===== src/rtl/vga_fetch_scheduler.sv =====
// AXI read sequencer that keeps two display line buffers (ping/pong banks) filled,
// walking the framebuffer in BURST_LEN-beat INCR bursts from base to top and wrapping.
module vga_fetch_scheduler #(
  parameter int ADDR_WIDTH = 64,
  parameter int DATA_WIDTH = 64,
  parameter int BURST_LEN  = 32,
  parameter int BEAT_BYTES = 8,
  localparam int IDX_W     = $clog2(BURST_LEN)
) (
  input  logic                  clk_a,
  input  logic                  reset_a,
  input  logic                  enable_i,
  input  logic                  frame_restart_i,
  input  logic [ADDR_WIDTH-1:0] base_addr_i,
  input  logic [ADDR_WIDTH-1:0] top_addr_i,
  input  logic [1:0]            bank_free_i,
  output logic [1:0]            bank_full_o,
  output logic                  wr_en_o,
  output logic                  wr_bank_o,
  output logic [IDX_W-1:0]      wr_idx_o,
  output logic [DATA_WIDTH-1:0] wr_data_o,
  output logic [ADDR_WIDTH-1:0] araddr_o,
  output logic [1:0]            arburst_o,
  output logic [7:0]            arlen_o,
  output logic [2:0]            arsize_o,
  output logic                  arvalid_o,
  input  logic                  arready_i,
  input  logic                  rvalid_i,
  input  logic [DATA_WIDTH-1:0] rdata_i,
  input  logic [1:0]            rresp_i,
  input  logic                  rlast_i,
  output logic                  rready_o,
  output logic                  busy_o,
  output logic                  err_o
);

  localparam logic [ADDR_WIDTH:0] BURST_BYTES = (ADDR_WIDTH+1)'(BURST_LEN * BEAT_BYTES);

  typedef enum logic [1:0] {IDLE, ADDR, DATA, COMMIT} state_t;

  state_t                  state_reg, state_next;
  logic [ADDR_WIDTH-1:0]   cur_addr_reg;
  logic [ADDR_WIDTH-1:0]   araddr_reg;
  logic                    fill_bank_reg;
  logic [IDX_W-1:0]        beat_cnt_reg;
  logic                    restart_pend_reg;
  logic [1:0]              bank_full_reg, bank_full_next;
  logic                    wr_en_reg, wr_bank_reg;
  logic [IDX_W-1:0]        wr_idx_reg;
  logic [DATA_WIDTH-1:0]   wr_data_reg;
  logic                    err_reg;

  logic                    beat, last_beat, restart_now, commit_ok, wrap;
  logic [ADDR_WIDTH:0]     addr_sum;

  assign beat        = (state_reg == DATA) && rvalid_i;
  assign last_beat   = (beat_cnt_reg == IDX_W'(BURST_LEN - 1));
  assign restart_now = (state_reg == IDLE) && (restart_pend_reg || frame_restart_i);
  assign commit_ok   = (state_reg == COMMIT) && !restart_pend_reg;

  // The extra top bit catches address overflow, which counts as reaching top.
  assign addr_sum = {1'b0, cur_addr_reg} + BURST_BYTES;
  assign wrap     = addr_sum[ADDR_WIDTH] || (addr_sum[ADDR_WIDTH-1:0] >= top_addr_i);

  // Priority per bank: restart clear, then commit set, then reader release.
  for (genvar gi = 0; gi < 2; gi++) begin : g_bank
    assign bank_full_next[gi] = restart_now ? 1'b0 :
        ((commit_ok && (fill_bank_reg == 1'(gi))) || (bank_full_reg[gi] && !bank_free_i[gi]));
  end

  always_ff @(posedge clk_a) begin
    if (reset_a) state_reg <= IDLE;
    else         state_reg <= state_next;
  end

  always_comb begin
    state_next = state_reg;
    case (state_reg)
      IDLE:    if (!(restart_pend_reg || frame_restart_i) && enable_i &&
                   !bank_full_reg[fill_bank_reg])
                 state_next = ADDR;
      ADDR:    if (arready_i) state_next = DATA;
      DATA:    if (beat && last_beat) state_next = COMMIT;
      COMMIT:  state_next = IDLE;
      default: state_next = IDLE;
    endcase
  end

  always_ff @(posedge clk_a) begin
    if (reset_a) begin
      cur_addr_reg     <= base_addr_i;
      araddr_reg       <= '0;
      fill_bank_reg    <= 1'b0;
      beat_cnt_reg     <= '0;
      restart_pend_reg <= 1'b0;
      bank_full_reg    <= '0;
      wr_en_reg        <= 1'b0;
      wr_bank_reg      <= 1'b0;
      wr_idx_reg       <= '0;
      wr_data_reg      <= '0;
      err_reg          <= 1'b0;
    end else begin
      bank_full_reg <= bank_full_next;
      wr_en_reg     <= beat;

      if (restart_now)
        restart_pend_reg <= 1'b0;
      else if (state_reg != IDLE && frame_restart_i)
        restart_pend_reg <= 1'b1;

      if (restart_now) begin
        cur_addr_reg  <= base_addr_i;
        fill_bank_reg <= 1'b0;
      end else if (state_reg == IDLE && state_next == ADDR) begin
        araddr_reg <= cur_addr_reg;
      end

      if (state_reg == ADDR && arready_i)
        beat_cnt_reg <= '0;

      if (beat) begin
        wr_bank_reg  <= fill_bank_reg;
        wr_idx_reg   <= beat_cnt_reg;
        wr_data_reg  <= (rresp_i == 2'b00) ? rdata_i : '0;
        beat_cnt_reg <= beat_cnt_reg + IDX_W'(1);
        // Length is fixed by counting; a misplaced rlast is only reported.
        if (rresp_i != 2'b00 || rlast_i != last_beat)
          err_reg <= 1'b1;
      end

      if (commit_ok) begin
        fill_bank_reg <= ~fill_bank_reg;
        cur_addr_reg  <= wrap ? base_addr_i : addr_sum[ADDR_WIDTH-1:0];
      end
    end
  end

  assign bank_full_o = bank_full_reg;
  assign wr_en_o     = wr_en_reg;
  assign wr_bank_o   = wr_bank_reg;
  assign wr_idx_o    = wr_idx_reg;
  assign wr_data_o   = wr_data_reg;
  assign araddr_o    = araddr_reg;
  assign arburst_o   = 2'b01;
  assign arlen_o     = 8'(BURST_LEN - 1);
  assign arsize_o    = 3'($clog2(BEAT_BYTES));
  assign arvalid_o   = (state_reg == ADDR);
  assign rready_o    = (state_reg == DATA);
  assign busy_o      = (state_reg != IDLE);
  assign err_o       = err_reg;

endmodule


===== config.mk =====
export PLATFORM = sky130hd
export DESIGN_NAME = vga_fetch_scheduler
export DESIGN_NICKNAME = d
export VERILOG_FILES = /design/src/rtl/vga_fetch_scheduler.sv
export SDC_FILE = /design/constraint.sdc
export NUM_CORES = 1
export LEC_CHECK = 0
export CORE_MARGIN = 1
export CORE_UTILIZATION = 46
export CTS_CLUSTER_SIZE = 28
export DETAILED_ROUTE_END_ITERATION = 8
export PLACE_DENSITY = 0.93
export SYNTH_ARGS = -nofsm -noshare
export SYNTH_HDL_FRONTEND = slang
export SYNTH_SLANG_ARGS = --single-unit

===== constraint.sdc =====
create_clock -name clk_a -period 5.4 [get_ports clk_a]
set_input_delay 1.62 -clock clk_a [delete_from_list [all_inputs] [get_ports clk_a]]
set_output_delay 1.62 -clock clk_a [all_outputs]
set_load 0.005 [all_outputs]

==> metrics.yaml <==
synth-edff-count: 64
cts_hold_buf: 0
top_usage_layer: "met2"
pwr-share-comb: 0.144
yosys.area_share.adder: 0.0799
finish.utilization: 0.675
rr_startpoint: "cur_addr_reg[22]"
grt_pass1_wl_um: 51500
cp-startpoint: "cur_addr_reg[22]"
seq_area_mm2: 0.00486
syn_inst: 1061
overflow: 0
p_seq_frac: 0.447
crit_path_max_incr_delay_ns: 0.73
synthFlopType: "dfxtp_1"
dr.pass1.iters: 7
synth_top_area_cell: "dfxtp_1"
min_path_type: "reg2reg"
cts_max_level: 1
worstSetupPathType: "reg2reg"
critical_path_depth: 13
fin_crit_sh: 0.943
core_area_mm2: 0.0221
yosys-mux-area-fraction: 0.0790
syn_area_mm2: 0.0105
io_pins: 357
first_global_vias: 9445
hp-start: "araddr_o[30]"
power_frac_clock: 0.409
yosys.area_share.simple: 0.148
cts_tree: "yes"
finalSetupTns_ns: 0
period_needed_ns: 5.09
wl_um: 33200
die_w_um: 153
fillers: 1593
drv_slew: 0
ys_types: 49
internal-power_mw: 2.97
yosysMostFrequentCell: "nand2_1"
synth_top_area_share: 0.281
netlist_top_cells_area: "dfxtp_1 28%, edfxtp_1 18%, ha_1 8.0%"
synth-compound-area-share: 0.125
ys_warn_count: 0
met1_usage: 0.342
die_h_um: 153
slew_headroom: 0.386
layout-drive-gt1-share: 0.0772
clk_pin_slew_ns: 0.06
p_leak_nw: 5.92
maxCapViolations: 0
dr_total_vias: 9223
post_drt_wl_per_cell_um: 19.6
grt_max_degree: 65
ctsResizeCount: 0
hpwl_um: 24400
cp-start-kind: "flop"
areaGrowthSynthToFinish_pct: 42.2
grtUsageMet3: 0.0556
worst_slack_ns: 0.306
ant_nets: 0
cts_sinks: 211
port_buffers: 343
synth_top_family_by_area: "simple AND/OR/NAND/NOR gates"
status: "completed"
crit_family: "simple AND/OR/NAND/NOR gates"
end_kind: "flop"
arrival_ns: 5.36
setup_violations: 0
ys_seq_area_frac: 0.464
rsz0062_at_grt: "no"
yosys-top-cells-count: "185 x nand2_1, 147 x dfxtp_1, 105 x a21oi_1"
cts_buffer_depth: 3
peakVddDrop_mv: 0.201
crit_path_max_fanout: 50
final_nets: 1664
cp_cell_sequence: "and4_1 -> nand4_2 -> or4_1 -> nor4_1 -> xor2_1 -> ha_1 -> nand4_1 -> inv_1 -> a221oi_1 -> o311ai_1 -> nor4_2 -> buf_12 -> mux2_1"
insertion_delay_ns: 0.53
cts_made_buffers: 24
max_clock_freq_mhz: 196
total_power_mw: 3.98
gp_congestion: 0.874
antenna_found_initial: 3
multi_input_area_mm2: 0.00508
drc: 0
dr.first_iter.drc_count: 547
grtUsageMet2: 0.475
finalClockSkew_ns: 0.0258
syn_area_per_cell_um2: 9.88
async_flop_share: 0
synth-seq-cells: 211
rows: 54
cp.buffers_inverters: 2
ff2ff_path_depth: 13
design.die.area_mm2: 0.0234
start_util: 0.475
switching_share: 0.253
postCtsSetupBuffers: 0
p_per_area_mw_per_mm2: 267
synth_xor_xnor_area_share: 0.0459
cp.required_ns: 5.67
worstHoldPathCells: 2
tightest_slew_ns: 0.914
dp_slack_ns: 0.543
power.switching_mw: 1.01
grt_usage: 0.279
root_buffer: "clkbuf_16"
viasPerCell: 5.44
final_hold_viol_count: 0
slowest_stage: "or4_1"
[path summary, 6_finish.rpt]
path	endpoint	slack, ns
max	cur_addr_reg[62]	0.31
min	araddr_o[30]	0.45
max reg2reg	cur_addr_reg[62]	0.31
min reg2reg	araddr_o[30]	0.45
[final cells by class]
cell class / count / share of cell area
antenna: 2 / 0.000336
timing repair buffer: 355 / 0.238
clock inverter: 7 / 0.00260
sequential: 211 / 0.326
multi-input combinational: 725 / 0.341
clock buffer: 37 / 0.0497
tap: 280 / 0.0235
inverter: 77 / 0.0194
[logic make-up after synthesis]
group	after synthesis
and+or+nand+nor	332
DFF	211
AOI/OAI and AO/OA	201
buffers and inverters	136
adders and majority gates	67
muxes	57
xor gates and xnor gates	55
other	2
[placed cells by master, fill, tap and decap left out, types with 23 or more instances in the layout]
master / instances
a21oi_1: 105
a22o_1: 64
clkbuf_16: 26
clkdlybuf4s50_1: 342
dfxtp_1: 147
edfxtp_1: 64
ha_1: 67
inv_1: 77
mux2_4: 50
nand2_1: 184
nand4_1: 23
nor2_1: 36
xnor2_1: 38
[power groups by stage]
stage	logic [mW]	registers, mW	clock network, mW
2_1_floorplan	0.270	1.80	0
3_3_place_gp	0.544	1.80	0
3_5_place_dp	0.564	1.81	0
4_1_cts	0.571	1.78	1.64
5_1_grt	0.627	1.79	1.71
6_report	0.572	1.78	1.63
[tightest hold or removal path: stages, from the launching register on]
cell	delay [ns]
dfxtp_1	0.31
nand2_1	0.05
a21oi_1	0.05
[through the flow]
stage | cells | area, µm² | hold slack [ns]
finish | 1694 | 14900 | 0.454
global route | 1692 | 14900 | 0.475
CTS | 1692 | 14900 | 0.456
detailed placement | 1648 | 14100 | 0.448
global placement | 1648 | 14100 | 0.442
floorplan | 1072 | 10500 | 0.449
[routing by layer]
| metal | wire length [µm] | vias up |
|---|---|---|
| li1 | - | 4366 |
| met1 | 13500 | 4369 |
| met2 | 16100 | 386 |
| met3 | 2130 | 98 |
| met4 | 1440 | 4 |
| met5 | 27 | - |
Power figures use the tool's default switching activity.
